`config.mk`:
```
export PLATFORM = sky130hd
export DESIGN_NAME = hamming_dec_engine
export DESIGN_NICKNAME = d
export VERILOG_FILES = /design/src/rtl/hamming_pkg.sv /design/src/rtl/secded_dec16.sv /design/src/rtl/hamming_dec_engine.sv
export SDC_FILE = /design/constraint.sdc
export NUM_CORES = 1
export LEC_CHECK = 0
export ABC_AREA = 1
export BUFFER_PORTS_ARGS = -buffer_cell sky130_fd_sc_hd__buf_2
export CORE_MARGIN = 1
export CORE_UTILIZATION = 51
export CTS_CLUSTER_DIAMETER = 30
export DETAILED_ROUTE_END_ITERATION = 10
export PLACE_DENSITY = 0.76
export SLEW_MARGIN = 15
export SYNTH_ARGS = -nofsm -noshare
export SYNTH_HDL_FRONTEND = slang
export SYNTH_SLANG_ARGS = --single-unit
```
`constraint.sdc`:
```
create_clock -name clk -period 1.97 [get_ports clk]
set_input_delay 0.394 -clock clk [delete_from_list [all_inputs] [get_ports clk]]
set_output_delay 0.394 -clock clk [all_outputs]
set_load 0.02 [all_outputs]
```
`src/rtl/hamming_pkg.sv`:
```
// Shared definitions for the SECDED decode engine: error flags, FSM states
// and the default memory layout of the encoded/decoded buffers.
package hamming_pkg;

  localparam logic [1:0] FLAG_OK  = 2'b00;
  localparam logic [1:0] FLAG_SEC = 2'b01;
  localparam logic [1:0] FLAG_DED = 2'b10;

  localparam int DEF_NUM_WORDS = 15;
  localparam int DEF_SRC_BASE  = 30;
  localparam int DEF_DST_BASE  = 0;
  localparam int DEF_ADDR_W    = 8;

  typedef enum logic [2:0] {
    IDLE  = 3'd0,
    RD_LO = 3'd1,
    RD_HI = 3'd2,
    WR_LO = 3'd3,
    WR_HI = 3'd4,
    FIN   = 3'd5
  } state_t;

endpackage

```
`src/rtl/secded_dec16.sv`:
```
// Combinational SECDED decoder for one 16-bit extended-Hamming codeword
// (bit k = Hamming position k, bit 0 = overall parity).
module secded_dec16 (
  input  logic [15:0] word,
  output logic [10:0] data,
  output logic [1:0]  flag,
  output logic [3:0]  syndrome
);
  import hamming_pkg::*;

  // Hamming positions of d1..d11; everything else is a parity bit.
  localparam logic [3:0] DPOS [11] = '{
    4'd3, 4'd5, 4'd6, 4'd7, 4'd9, 4'd10, 4'd11, 4'd12, 4'd13, 4'd14, 4'd15
  };

  logic parity;

  always_comb begin
    syndrome = 4'd0;
    for (int k = 1; k < 16; k++) begin
      if (word[k]) syndrome = syndrome ^ 4'(k);
    end
    parity = ^word;
  end

  always_comb begin
    flag = FLAG_OK;
    if (parity) flag = FLAG_SEC;
    else if (syndrome != 4'd0) flag = FLAG_DED;
    // A single error only touches data when the syndrome points at a data slot.
    for (int i = 0; i < 11; i++) begin
      data[i] = word[DPOS[i]] ^ (parity && (syndrome == DPOS[i]));
    end
  end

endmodule

```
`src/rtl/hamming_dec_engine.sv`:
```
// Memory-mapped SECDED decode engine: reads NUM_WORDS codewords byte by byte,
// corrects/flags them and writes {flag, data} words back to the destination area.
module hamming_dec_engine import hamming_pkg::*; #(
  parameter int NUM_WORDS = DEF_NUM_WORDS,
  parameter int SRC_BASE  = DEF_SRC_BASE,
  parameter int DST_BASE  = DEF_DST_BASE,
  parameter int ADDR_W    = DEF_ADDR_W
) (
  input  logic              clk,
  input  logic              reset,
  input  logic              start,
  output logic [ADDR_W-1:0] mem_addr,
  input  logic [7:0]        mem_rd_data,
  output logic              mem_wr_en,
  output logic [7:0]        mem_wr_data,
  output logic              done,
  output logic [3:0]        err1_cnt,
  output logic [3:0]        err2_cnt
);

  localparam int IDX_W = (NUM_WORDS > 1) ? $clog2(NUM_WORDS) : 1;
  localparam logic [IDX_W-1:0] LAST_IDX = IDX_W'(NUM_WORDS - 1);

  function automatic logic [3:0] sat_inc(input logic [3:0] v);
    return (v == 4'hF) ? v : v + 4'd1;
  endfunction

  state_t            state, state_nxt;
  logic [IDX_W-1:0]  idx;
  logic [15:0]       word;
  logic [10:0]       dec_data;
  logic [1:0]        dec_flag;
  logic [3:0]        dec_syndrome_unused;
  logic [7:0]        lsb_byte, msb_byte;
  logic [ADDR_W-1:0] word_off, src_addr, dst_addr;

  secded_dec16 u_dec (
    .word     (word),
    .data     (dec_data),
    .flag     (dec_flag),
    .syndrome (dec_syndrome_unused)
  );

  assign lsb_byte = dec_data[7:0];
  assign msb_byte = {dec_flag, 3'b000, dec_data[10:8]};

  assign word_off = ADDR_W'(idx) << 1;
  assign src_addr = ADDR_W'(SRC_BASE) + word_off;
  assign dst_addr = ADDR_W'(DST_BASE) + word_off;

  always_ff @(posedge clk) begin
    if (!reset) begin
      state    <= IDLE;
      idx      <= '0;
      done     <= 1'b0;
      err1_cnt <= 4'd0;
      err2_cnt <= 4'd0;
    end else begin
      state <= state_nxt;
      case (state)
        IDLE: begin
          if (start) begin
            idx      <= '0;
            done     <= 1'b0;
            err1_cnt <= 4'd0;
            err2_cnt <= 4'd0;
          end
        end
        WR_LO: begin
          if (dec_flag == FLAG_SEC) err1_cnt <= sat_inc(err1_cnt);
          if (dec_flag == FLAG_DED) err2_cnt <= sat_inc(err2_cnt);
        end
        WR_HI: begin
          if (idx != LAST_IDX) idx <= idx + IDX_W'(1);
        end
        FIN:     done <= 1'b1;
        default: ;
      endcase
    end
  end

  // Codeword byte latches; only meaningful between RD_HI and WR_HI.
  always_ff @(posedge clk) begin
    if (state == RD_LO) word[7:0]  <= mem_rd_data;
    if (state == RD_HI) word[15:8] <= mem_rd_data;
  end

  always_comb begin
    state_nxt   = state;
    mem_addr    = '0;
    mem_wr_en   = 1'b0;
    mem_wr_data = 8'h00;
    case (state)
      IDLE: begin
        if (start) state_nxt = RD_LO;
      end
      RD_LO: begin
        mem_addr  = src_addr;
        state_nxt = RD_HI;
      end
      RD_HI: begin
        mem_addr  = src_addr + ADDR_W'(1);
        state_nxt = WR_LO;
      end
      WR_LO: begin
        mem_addr    = dst_addr;
        mem_wr_en   = 1'b1;
        mem_wr_data = lsb_byte;
        state_nxt   = WR_HI;
      end
      WR_HI: begin
        mem_addr    = dst_addr + ADDR_W'(1);
        mem_wr_en   = 1'b1;
        mem_wr_data = msb_byte;
        state_nxt   = (idx == LAST_IDX) ? FIN : RD_LO;
      end
      FIN:     state_nxt = IDLE;
      default: state_nxt = IDLE;
    endcase
  end

endmodule

```
Word level (Yosys, flattened, before mapping)

Cells that the tools add are included.
Widths: inputs -> output; s select.

$add $sub $neg: 6
Reductions and logical operators: 22
Equality and inequality tests: 28
Bitwise operators: 25
Multiplexer cells: 34

Operator list:

| cell                | number |
|---|---|
| $mux 4              | 14 |
| $eq 4x4->1 const B  | 10 |
| $pmux 7 s4          | 1 |
| $pmux 4 s2          | 3 |
| $mux 3              | 6 |
| $pmux 8 s2          | 1 |
| $reduce_xor 16->1   | 1 |
| $pmux 3 s5          | 1 |
| $add 4x1->4 const B | 3 |
| $eq 4x3->1 const B  | 3 |
| $ne 2x2->1 const B  | 6 |
| $not 2->2           | 6 |
| $not 3->3           | 4 |
| $logic_and 1x1->1   | 11 |
| $xor 1x1->1         | 11 |
| $mux 2              | 4 |
| $reduce_and 4->1    | 2 |
| $add 6x1->7 const B | 1 |
| $add 5x1->6 const B | 1 |
| $add 5x5->6 const A | 1 |
| $eq 3x2->1 const B  | 2 |
| $eq 3x3->1 const B  | 2 |
| $reduce_bool 2->1   | 3 |
| $eq 4x2->1 const B  | 1 |
| 13 further kinds    | 17 |

Flip-flop bits (word level): 32
Logic and storage cells: 122
Input bits: 11

Logic depth before layout (Yosys ltp)

Depth after elaboration: 32
Gate-level depth with buffers: 17
Depth with buffers taken out: 17

Hierarchy

From an unflattened synthesis, not the netlist that was laid out.

Cells, all modules: 396
Area total of the unflattened synthesis: 2,583.7 um^2

By module, submodules not included:

| module             | cells each | sequential area each (um^2) | area an instance (um^2) | times used |
|---|---|---|---|---|
| hamming_dec_engine | 184        | 800.8                       | 1,574.0                 | 1 |
| secded_dec16       | 212        | 0.0                         | 1,009.7                 | 1 |

Worst setup path after synthesis

No wires, ideal clock.

Path kind: flip-flop to output port
From: reg word[7]
To: out mem_wr_data[7]
Stages on the path, launching flop included: 10
Data arrival time: 1,824 ps
Setup slack: -248 ps
Cell sequence: edfxtp_1 > xnor2_1 > nand2_1 > nand2_2 > nand2_2 > nand2_4 > nand2_2 > nor2_4 > a21oi_1 > o21ai_0

Cells in the longest elaborated chain, start to end: 17

Ends and longest elaborated chain:

| item                                                    | line                                   | source |
|---|---|---|
| from (decl)                                             | hamming_dec_engine.sv:30               | `logic [15:0] word;` |
| from (signal assigned)                                  | hamming_dec_engine.sv:84               | `if (state == RD_LO) word[7:0] <= mem_rd_data;` |
| $mux 3                                                  | secded_dec16.sv:21                     | `if (word[k]) syndrome = syndrome ^ 4'(k);` |
| $mux 4                                                  | secded_dec16.sv:21                     |  |
| $not 2->2 (no source line) or $mux 4 (tied branches)    | n/a                                    |  |
| $mux 4 or $not 2->2 (tied branches)                     | n/a                                    |  |
| $mux 4                                                  | secded_dec16.sv:21                     |  |
| $not 3->3 (no source line) or $not 2->2 (tied branches) | n/a                                    |  |
| $mux 4                                                  | secded_dec16.sv:21                     |  |
| $mux 4 or $not 3->3 (tied branches)                     | n/a                                    |  |
| $not 3->3 (no source line) or $mux 4 (tied branches)    | n/a                                    |  |
| $mux 4 or $not 3->3 (tied branches)                     | n/a                                    |  |
| $mux 4                                                  | secded_dec16.sv:21                     |  |
| $not 4->4 (no source line)                              | n/a                                    |  |
| $mux 4                                                  | secded_dec16.sv:21                     |  |
| $reduce_bool 4->1 or $eq 4x4->1 (tied branches)         | secded_dec16.sv:29, secded_dec16.sv:32 |  |
| $mux 2 or $logic_and 1x1->1 (tied branches)             | secded_dec16.sv:29, secded_dec16.sv:32 |  |
| $mux 2 or $xor 1x1->1 (tied branches)                   | secded_dec16.sv:28, secded_dec16.sv:32 |  |
| $pmux 8 s2 *                                            | hamming_dec_engine.sv:93               | `case (state)` |
| to (decl)                                               | hamming_dec_engine.sv:15               | `output logic [7:0] mem_wr_data,` |

Every way passes the cells marked *; elsewhere a longest branch is shown, timed or not.

Worst setup path after layout

From: reg word[5]
To: out mem_wr_data[7]

Cells in the longest elaborated chain, start to end: 21

Ends and longest elaborated chain:

| item                                            | line |
|---|---|
| $mux 3                                          | secded_dec16.sv:21 |
| $not 2->2 (no source line)                      | n/a |
| $mux 3                                          | secded_dec16.sv:21 |
| $not 3->3 (no source line)                      | n/a |
| $mux 3                                          | secded_dec16.sv:21 |
| $mux 4 (4 in a row)                             | secded_dec16.sv:21 |
| $not 2->2 (no source line)                      | n/a |
| $mux 4                                          | secded_dec16.sv:21 |
| [... 2 more ...]                                | n/a |
| $not 3->3 (no source line)                      | n/a |
| $mux 4                                          | secded_dec16.sv:21 |
| $not 4->4 (no source line)                      | n/a |
| $mux 4                                          | secded_dec16.sv:21 |
| $reduce_bool 4->1 or $eq 4x4->1 (tied branches) | secded_dec16.sv:29, secded_dec16.sv:32 |
| $mux 2 or $logic_and 1x1->1 (tied branches)     | secded_dec16.sv:29, secded_dec16.sv:32 |
| $mux 2 or $xor 1x1->1 (tied branches)           | secded_dec16.sv:28, secded_dec16.sv:32 |
| $pmux 8 s2 *                                    | hamming_dec_engine.sv:93 |

Marks and branches as above.

==> run_results.csv <==
group,metric,value,unit
setup_path,reg2reg_slack,-0.17,ns
clock_network,hold_buffers,0,
setup_path,cp-end-kind,"output pin",
floorplan,initial_core_util,0.533,
setup_path,cp-startpoint,"word[5]",
clock_network,cts.htree.levels,2,
clock_network,cts_buffers,5,
sta,fin_ws,-0.776,ns
setup_path,r2r-start,"word[5]",
clock_network,clk_latency,0.30,ns
sta,timing.fmax,0.364,GHz
sta,finalSetupViolations,18,
layout,drive_above_1_share,0.506,
global_route,grt_max_degree,13,
drt,drt_iter0_markers,198,
drt,drc,0,
global_route,grtUsageMet3,0.0451,
global_route,use_met1,0.328,
placed_design,place_hpwl,4260,um
placed_design,gp_congestion,0.962,
synth,synth_area,2340,um2
placed_design,dp_slack,-0.334,ns
global_route,grt_pass1_wl,9820,um
layout,multi_input_area,1620,um2
sta,finalCritPeriodShare,1.39,
outcome,outcome,"finished with violations",
clock_network,clk_pin_slew,0.07,ns
hold_path,hp-start,"mem_rd_data[7]",
setup_path,cp-start-kind,"flip-flop",
synth,yosys_warnings,0,
placed_design,port_buffers,34,
pwr,max-vdd-ir-drop,0.626,mV
hold_path,hold_class,"primary input to flip-flop",
clock_network,clockBufferDepth,2,
floorplan,fp-row-count,24,
layout,layout_commonest_cell,"nand2_1",
clock_network,cts_root_buf,"clkbuf_8",
sta,slew_violations,0,
setup_path,cp_max_fo,4,
synth,synthCells,314,
floorplan,die-width,69.7,um
global_route,track_usage,0.255,
global_route,busiest_layer,"met2",
layout,layout_common_cells,"nand2_1, buf_4, buf_2",
sta,min_period,2.75,ns
global_route,antenna_found_initial,0,
clock_network,cts_tree,"done",
floorplan,core_area,4380,um2
layout,fin_util,0.773,
layout,diodes,0,
sta,setup_tns,-6.59,ns
synth,synth.distinct_cells,38,
global_route,use_met2,0.424,
sta,hold_viol,0,
outcome,violations,"negative setup slack",
sta,skew,0.00658,ns
pwr,leakagePower,1.61,nW
synth,ys_ff_latch,32,
floorplan,die_y,69.7,um
floorplan,num_io_pins,37,
flow_run,max-cap-violations,0,
layout,area_growth,45.2,%
synth,synth_area_per_cell,7.44,um2
global_route,first_global_vias,2220,
synth,ys_seq_area_frac,0.343,
drt,viasPerCell,5.44,
global_route,overflow,0,
layout,final-seq-area,808,um2
drt,drt_pass1_iterations,4,
drt,ant_nets,0,
floorplan,die_area,4860,um2
drt,vias,2498,
setup_path,cp.required,1.58,ns
pwr,p_per_area,934,nW/um2
setup_path,arrival,2.35,ns
drt,wl_per_cell,15.5,um
sta,rsz0062_at_grt,"true",
sta,whs,0.276,ns
setup_path,crit_type,"flip-flop to output pin",
layout,fin_nets,422,
clock_network,cts.sinks,32,
layout,fillers,276,
drt,finalWirelength,7130,um
critical path, cell delays in order, from the launching register on:
cell	delay (ns)
edfxtp_1	0.46
inv_2	0.13
nand2_1	0.09
nand2_2	0.11
inv_2	0.05
nand2_1	0.10
nand2_4	0.09
nor2_4	0.13
inv_2	0.06
nand2_4	0.14
nor2_4	0.08
buf_4	0.15
nand3_1	0.06
nand2_1	0.07
o21ai_2	0.16
buf_4	0.16
flip-flops by register name, summed over array words and instances (netlist names):
signal    count
state         3
err2_cnt      4
err1_cnt      4
word         16
idx           4
done          1
logic make-up after synthesis:
group / synth area share
AND/OR/NAND/NOR: 0.379
other: 0.00161
flip-flops: 0.343
AO/OA/AOI/OAI: 0.0991
adder cells (fa/ha/maj): 0.0268
buffers and inverters: 0.0868
XOR/XNOR: 0.0643
where the power goes:
group	switching, W	internal, W	total [W]
clock network	0.000263	0.000247	0.000510
logic	0.00108	0.000729	0.00181
registers	0.0000693	0.000774	0.000843
final cells by class:
| type | instances | area share |
|---|---|---|
| Timing Repair Buffer | 88 | 0.186 |
| Inverter | 44 | 0.0539 |
| Sequential cell | 32 | 0.238 |
| Tap cell | 52 | 0.0192 |
| Clock inverter | 2 | 0.00332 |
| Multi-Input combinational cell | 235 | 0.477 |
| Clock buffer | 6 | 0.0214 |
metrics by stage:
stage	instances	area, um2	total power, W
after floorplan	315	2400	0.00173
after global placement	427	2840	0.00211
after detailed placement	427	2840	0.00215
after CTS	444	3130	0.00283
after global routing	459	3390	0.00332
final	459	3390	0.00317
routing by layer:
| metal | part of all wire | up-vias | routed length [um] |
|---|---|---|---|
| met2 | 0.52 | 103 | 3680 |
| met4 | 0.029 | 0 | 206 |
| li1 | - | 1192 | - |
| met5 | 0 | - | 0 |
| met3 | 0.053 | 24 | 377 |
| met1 | 0.40 | 1179 | 2870 |
cell usage after synthesis, drive strengths merged:
cell type	n	area (um2)
a211oi	2	15.0
a21oi	18	97.6
a31oi	2	27.5
a32oi	1	8.76
buf	3	26.3
clkbuf	1	3.75
clkinv	1	8.76
conb	1	3.75
dfxtp	16	320
edfxtp	16	480
ha	5	62.6
inv	43	164
nand2	112	527
nand3	22	123
nand4	4	25.0
nor2	27	146
nor3	8	51.3
nor4	1	6.26
o21ai	12	63.8
o22ai	3	18.8
or2	1	6.26
xnor2	8	88.8
xor2	7	61.3
repair_timing:
item                                    4_1_cts  5_1_grt
resized for setup                            47       42
endpoints found under the hold margin         0        0
setup buffers                                 9       15
pin swaps                                    18       21
endpoints found under the setup margin       20       21
path summary, 6_finish.rpt:
path / to / depth (start not counted)
worst max-delay path: mem_wr_data[7] / 15
worst min-delay path: word[15] / 1
worst max register to register: err1_cnt[1] / 19
worst min register to register: done / 2
(Power assumes the default switching activity.)
